<file path="config.mk">
export PLATFORM = sky130hd
export DESIGN_NAME = fetch_unit
export DESIGN_NICKNAME = d
export VERILOG_FILES = /design/src/rtl/fetch_unit.sv
export SDC_FILE = /design/constraint.sdc
export NUM_CORES = 1
export LEC_CHECK = 0
export CAP_MARGIN = 15
export CORE_MARGIN = 2
export CORE_UTILIZATION = 45
export CTS_BUF_LIST = sky130_fd_sc_hd__clkbuf_16
export CTS_CLUSTER_SIZE = 20
export DETAILED_ROUTE_END_ITERATION = 8
export MAX_ROUTING_LAYER = met4
export PLACE_DENSITY_LB_ADDON = 0.12
export SLEW_MARGIN = 20
export SYNTH_ARGS = -nofsm -noshare
export SYNTH_HDL_FRONTEND = slang
export SYNTH_SLANG_ARGS = --single-unit
</file>
<file path="constraint.sdc">
create_clock -name clk -period 11.3 [get_ports clk]
set_input_delay 1.13 -clock clk [delete_from_list [all_inputs] [get_ports clk]]
set_output_delay 1.13 -clock clk [all_outputs]
set_load 0.01 [all_outputs]
</file>
<file path="src/rtl/fetch_unit.sv">
// fetch_unit: IF stage with one-outstanding imem reads, 2-entry prefetch FIFO and NOP bubbles
module fetch_unit #(
    parameter int              PC_W     = 16,
    parameter logic [PC_W-1:0] RESET_PC = '0,
    parameter logic [15:0]     NOP      = 16'h0000
) (
    input  logic            clk,
    input  logic            rst,
    input  logic            i_stall,
    input  logic            i_redirect,
    input  logic [PC_W-1:0] i_redirect_pc,
    output logic            o_imem_req,
    output logic [PC_W-1:0] o_imem_addr,
    input  logic            i_imem_ack,
    input  logic            i_imem_valid,
    input  logic [15:0]     i_imem_data,
    output logic [15:0]     o_ir_id,
    output logic [PC_W-1:0] o_pc_id,
    output logic            o_ir_valid
);
    logic [PC_W-1:0] fpc, req_addr;
    logic            out, kill;
    logic [1:0]      count;
    logic [15:0]     fifo_data [2];
    logic [PC_W-1:0] fifo_addr [2];
    logic            accept, resp, live, bypass, push, pop, widx;

    assign o_imem_req  = !out && ((count + 2'(out)) < 2'd2) && !i_redirect;
    assign o_imem_addr = fpc;
    assign accept      = o_imem_req && i_imem_ack;
    assign resp        = out && i_imem_valid;
    assign live        = resp && !kill && !i_redirect;
    assign bypass      = live && (count == 2'd0) && !i_stall;
    assign push        = live && !bypass;
    assign pop         = !i_stall && !i_redirect && (count != 2'd0);
    assign widx        = pop ? 1'b0 : count[0];

    // Fetch PC, in-flight request address, and outstanding/kill tracking
    always_ff @(posedge clk or negedge rst) begin
        if (!rst) begin
            fpc      <= RESET_PC;
            req_addr <= RESET_PC;
            out      <= 1'b0;
            kill     <= 1'b0;
        end else begin
            fpc      <= i_redirect ? i_redirect_pc : accept ? fpc + PC_W'(1) : fpc;
            req_addr <= accept ? fpc : req_addr;
            out      <= accept || (out && !i_imem_valid);
            kill     <= out && !i_imem_valid && (kill || i_redirect);
        end
    end

    // FIFO occupancy; a redirect discards everything buffered
    always_ff @(posedge clk or negedge rst) begin
        if (!rst)
            count <= 2'd0;
        else
            count <= i_redirect ? 2'd0 : count + 2'(push) - 2'(pop);
    end

    // FIFO storage: entry 0 is the head, a pop shifts entry 1 down before the push lands
    always_ff @(posedge clk) begin
        if (pop) begin
            fifo_data[0] <= fifo_data[1];
            fifo_addr[0] <= fifo_addr[1];
        end
        if (push) begin
            fifo_data[widx] <= i_imem_data;
            fifo_addr[widx] <= req_addr;
        end
    end

    // Instruction register to ID: FIFO head first, then bypass word, else a NOP bubble
    always_ff @(posedge clk or negedge rst) begin
        if (!rst) begin
            o_ir_id    <= NOP;
            o_pc_id    <= RESET_PC;
            o_ir_valid <= 1'b0;
        end else if (i_redirect) begin
            o_ir_id    <= NOP;
            o_ir_valid <= 1'b0;
        end else if (!i_stall) begin
            o_ir_id    <= (count != 2'd0) ? fifo_data[0] : bypass ? i_imem_data : NOP;
            o_pc_id    <= (count != 2'd0) ? fifo_addr[0] : bypass ? req_addr : o_pc_id;
            o_ir_valid <= (count != 2'd0) || bypass;
        end
    end
endmodule

</file>
## Word-level counts from Yosys, hierarchy flattened

Memories as Yosys holds them, arrays and structs flattened.
Cells that the tools add are included.

| word-level totals | value |
|---|---|
| memories kept | 2 |
| bits in writable memories | 64 |
| output and inout bits | 50 |
| word-level logic and storage cells | 61 |
| bits of input ports | 38 |
| flip-flop bits (word level) | 69 |

Memories:

| name | words | width | read ports | clocked after Yosys merged registers in | wr ports | line | RTL |
|---|---|---|---|---|---|---|---|
| fifo_addr | 2 | 16 | 2 | 0 | 2 | 25 | `logic [PC_W-1:0] fifo_addr [2];` |
| fifo_data | 2 | 16 | 2 | 0 | 2 | 24 | `logic [15:0] fifo_data [2];` |

| operators by class | value |
|---|---|
| bitwise gates (word level) | 2 |
| reductions and logical operators | 27 |
| equality and inequality tests | 1 |
| mux-type cells | 16 |
| $add $sub $neg | 4 |
| magnitude comparators | 1 |

Operators by type and width:

| kind | number |
|---|---|
| 2-to-1 mux 16 bit | 8 |
| adder 16 x 1 -> 16 bit, second input constant | 1 |
| logical AND 1 bit | 13 |
| 2-to-1 mux 1 bit | 7 |
| zero test 1 bit | 6 |
| nonzero test 2 bit | 3 |
| adder 2 x 1 -> 2 bit | 2 |
| logical OR 1 bit | 3 |
| AND reduction 3 bit | 1 |
| zero test 2 bit | 1 |
| < comparator 2 bit, second input constant | 1 |
| 2-to-1 mux 2 bit | 1 |
| != test 2 x 1 -> 1 bit, second input constant | 1 |
| inverter 1 bit | 2 |
| subtractor 2 x 1 -> 2 bit | 1 |

## Depth between registers and ports, before layout

| logic depth | value |
|---|---|
| depth after elaboration | 10 |
| gate-level depth with buffers | 10 |
| depth with buffers taken out | 9 |

## Worst setup path after synthesis

Ideal clock, no wire load.

| path | value |
|---|---|
| kind | input -> register |
| start | in i_redirect |
| end | mem fifo_addr[0][0] (enable) |
| stages | 3 |
| library setup time | 0.466 ns |
| data arrival time | 3.911 ns |
| path buffers | 1 |
| slack | 6.924 ns |
| path through | buf_2 or2_2 o21ai_0 |

RTL lines:

| what | line | RTL |
|---|---|---|
| start: declaration | 10 | `input logic i_redirect,` |
| end: declaration | 25 |  |

==> impl_summary.txt <==
----------------------------------------------------
[Status]
  Outcome ... complete, no violations

[Clock tree]
  Count of hold buffers inserted by post-cts repair ... 0
  H-tree lvl count ... 4
  Clock tree from TritonCTS ... yes
  Resized Gates After CTS ... 0
  Clk_lat worst skew ... 410 ps
  Clk buf depth ... 2
  Number of buffers created by CTS ... 17
  Setup repair bufs after CTS ... 0
  Count of clock tree sinks ... around 130
  Buffer cell driving the clock tree root ... sky130_fd_sc_hd__clkbuf_16
  Clock slew at reported path FFs ... ~50 ps

[Logic synthesis]
  Most common flop cell mapped by yosys ... sky130_fd_sc_hd__dfrtp_1
  Post-Synthesis Mean Instance Area ... 14.1 um^2
  Xor/xnor cell area share of the yosys netlist ... 0.0190
  Area fraction of the dominant cell type after synthesis ... 0.348
  Leading cell types by count after synthesis ... sky130_fd_sc_hd__dfrtp_1 (69), sky130_fd_sc_hd__edfxtp_1 (64), sky130_fd_sc_hd__mux2_2 (47), sky130_fd_sc_hd__nor2_1 (25)
  Total of flip-flops plus latches after synthesis ... between 100 and 150
  Most used standard cell by instance count after synthesis ... sky130_fd_sc_hd__dfrtp_1
  Yosys Warn Count ... 0
  Post-synthesis async set-or-reset flop share ... 0.519
  Synthesized-area fraction occupied by adder cells ... 0.00679
  Synth Area in Compound Gates ... 0.0657
  Biggest area consumer among synthesized cells ... sky130_fd_sc_hd__edfxtp_1
  Netlist Area Pre-Place ... 5530 um^2
  Dominant combinational cell family by area after synthesis ... multiplexers
  Synthesized-area fraction occupied by and/or/nand/nor cells ... 0.0804
  Library cells used by synthesis ... 41
  Synthesized netlist cell count ... 393
  Syn Nets ... approximately 430
  Mux contribution to synthesized area ... 0.136
  Sequential share of the synthesized area ... 0.660
  Count of flip-flops with a built-in enable after synthesis ... 64
  Most area-consuming cells after synthesis ... sky130_fd_sc_hd__edfxtp_1 (35%), sky130_fd_sc_hd__dfrtp_1 (31%), sky130_fd_sc_hd__mux2_2 (9.6%)

[Power]
  Maximum vdd drop ... roughly 0.000091 V
  Static Leakage ... a little under 3 nW
  Power per cell area ... 195 nW/um^2

[Cells and area]
  Layout Cell Area excl Fill ... between 7000 and 8000 um^2
  Antenna diodes ... 0
  Layout cells sized above 1 ... 0.181
  Total Nets Final ... ~530
  Area growth from synthesis to layout ... 29.1%

[STA]
  Final max-slew violation count ... 0
  Final setup violating endpoints ... 0
  Unrepaired setup endpoints after global routing ... false
  Fmax ... roughly 260 MHz
  Fraction of the cycle the final worst path needs ... 0.341
  Period minus WS final ... about 3900 ps
  Rel. slew slack ... 0.341
  Slew at the pin closest to its max-slew limit ... about 990 ps
  Skew final ... 6.91 ps
  Setup TNS after final layout ... 0 ps
  Endpoints failing hold ... 0

[Routing]
  Remaining DRCs ... 0
  Overall routed net length ... 10,700 um
  Drt first pass iters ... 5
  Number of nets still failing antenna checks after routing ... 0
  Detailed router's first-iteration violation count ... 309
  Vias per inst ... around 5.3
  Wire length per cell after detailed routing ... between 15 and 20 um
  Count of vias placed by the detailed router ... ~3,400

[Placement]
  Cell area reported after detailed placement ... around 6500 um^2
  DP Wirelength ... approximately 6800 um
  Number of buffer cells added on primary ports ... 87
  Final estimated routing congestion in global placement ... between 0.8 and 0.9

[Setup path]
  Crit-path max FO ... 45
  Element type at the critical path start ... input pin
  Crit Reg-Reg Startpoint ... count[1]
  FF-to-FF End ... fifo_addr[0][2]
  Type of destination of the critical path ... flip-flop
  Worst setup path class ... in -> reg
  Cell count of the worst reg-to-reg path ... 4
  Reg2Reg Setup Slack ... ~8700 ps
  Required time of the worst setup path ... around 11,000 ps
  Arr. time, crit path ... just under 4000 ps

[Global route]
  Global-route wire length before repair ... 17,400 um
  Grt ovf ... 0
  Global-route usage over all layers ... 0.181
  Via count of the first global-routing pass ... ~3,400
  Largest net degree at the start of global routing ... 70
  Number of antenna violations at the first check in global routing ... 0

[Die]
  DIE HEIGHT ... 115 um
  Effective utilization at floorplan ... 0.460
  Ports ... a little under 90
  Cell row count ... 40
  Die X ... about 110 um
  Floorplan Core Area ... around 12,000 um^2
  Die ar. ... between 10,000 and 15,000 um^2

[Worst hold path]
  WHS Endpoint ... o_ir_id[13]
  Worst hold path class ... reg -> reg
  Min-Delay Path Depth ... 2
  Hold Path Origin ... fifo_data[0][13]

[Run]
  Max-capacitance violation count ... 0

----------------------------------------------------
-- layout make-up --
cell class	count	area, um^2
Clock buffer	17	425
Clock inverter	15	145
Fill cell	1012	4880
Inverter	21	78.8
Multi-Input combinational cell	220	1740
Sequential cell	133	3650
Tap cell	147	184
Timing Repair Buffer	91	918
-- cells in the final DEF (no fill, tap or decap), types with 3 or more instances in the layout --
| cell type | count |
|---|---|
| sky130_fd_sc_hd__a21oi_1 | 16 |
| sky130_fd_sc_hd__a222oi_1 | 16 |
| sky130_fd_sc_hd__a22oi_1 | 3 |
| sky130_fd_sc_hd__buf_4 | 4 |
| sky130_fd_sc_hd__bufinv_16 | 3 |
| sky130_fd_sc_hd__clkbuf_16 | 17 |
| sky130_fd_sc_hd__clkdlybuf4s50_1 | 86 |
| sky130_fd_sc_hd__clkinv_1 | 5 |
| sky130_fd_sc_hd__clkinv_2 | 5 |
| sky130_fd_sc_hd__dfrtp_1 | 69 |
| sky130_fd_sc_hd__edfxtp_1 | 64 |
| sky130_fd_sc_hd__ha_1 | 3 |
| sky130_fd_sc_hd__inv_1 | 22 |
| sky130_fd_sc_hd__mux2_2 | 47 |
| sky130_fd_sc_hd__mux2i_1 | 21 |
| sky130_fd_sc_hd__nand2_1 | 21 |
| sky130_fd_sc_hd__nand3_1 | 5 |
| sky130_fd_sc_hd__nand4_1 | 3 |
| sky130_fd_sc_hd__nor2_1 | 22 |
| sky130_fd_sc_hd__nor2_4 | 3 |
| sky130_fd_sc_hd__nor2b_1 | 5 |
| sky130_fd_sc_hd__nor3_1 | 6 |
| sky130_fd_sc_hd__nor4_1 | 3 |
| sky130_fd_sc_hd__o21ai_0 | 10 |
| sky130_fd_sc_hd__o21ai_1 | 3 |
| sky130_fd_sc_hd__xnor2_1 | 9 |
| sky130_fd_sc_hd__xor2_1 | 3 |
-- critical path, stage by stage --
cell and delay [ps]:
sky130_fd_sc_hd__clkdlybuf4s50_1 410, sky130_fd_sc_hd__buf_4 280, sky130_fd_sc_hd__or2_2 410, sky130_fd_sc_hd__nand2_1 160, sky130_fd_sc_hd__nand3_2 720, sky130_fd_sc_hd__o21ai_4 600
sky130_fd_sc_hd__buf_16 230
-- sequential cells by signal (all words and copies together) (netlist names) --
| signal | cells |
|---|---|
| kill | 1 |
| fifo_data | 32 |
| o_ir_id | 16 |
| o_pc_id | 16 |
| count | 2 |
| o_imem_addr | 16 |
| out | 1 |
| fifo_addr | 32 |
| o_ir_valid | 1 |
| req_addr | 16 |
-- where the power goes --
group | internal (mW) | leakage [nW] | switching [mW]
sequential | 0.576 | 1.43 | 0.0524
clock | 0.339 | 0.285 | 0.192
combinational | 0.131 | 1.22 | 0.0993
total | 1.05 | 2.93 | 0.344
-- metrics by stage --
step                 util  worst slack [ps]  hold slack [ps]  std cells  power [mW]
floorplan               -              6920              454        393       0.737
global placement    0.544              7060              464        611       0.861
detailed placement  0.544              6950              470        611       0.869
CTS                 0.592              7400              485        643        1.40
global route        0.594              7220              507        644        1.45
finish              0.594              7450              484        644        1.39
-- cells by family after synthesis --
logic type	Yosys count
XOR/XNOR	12
adder cells (fa/ha/maj)	3
buffers and inverters	40
AO/OA/AOI/OAI	53
flip-flops	133
multiplexers	69
AND/OR/NAND/NOR	83
-- how the worst max path moves through the flow --
stage	start	endpoint	slack (ps)	depth (start not counted)
2_1_floorplan	i_redirect	fifo_addr[0][0]	6920	3
3_3_place_gp	i_redirect	fifo_addr[0][1]	7060	6
3_5_place_dp	i_redirect	fifo_addr[0][2]	6950	6
4_1_cts	i_redirect	fifo_addr[0][2]	7400	6
5_1_grt	i_redirect	fifo_addr[0][3]	7220	7
6_report	i_redirect	fifo_addr[0][2]	7450	7
-- metal layers --
| metal | vias to the layer above | track usage | share of wire |
|---|---|---|---|
| li1 | 1643 | - | - |
| met3 | 8 | 0.0543 | 0.046 |
| met5 | - | - | 0 |
| met4 | 0 | 0.0683 | 0.011 |
| met2 | 92 | 0.258 | 0.45 |
| met1 | 1687 | 0.246 | 0.50 |
(Power assumes the default switching activity.)
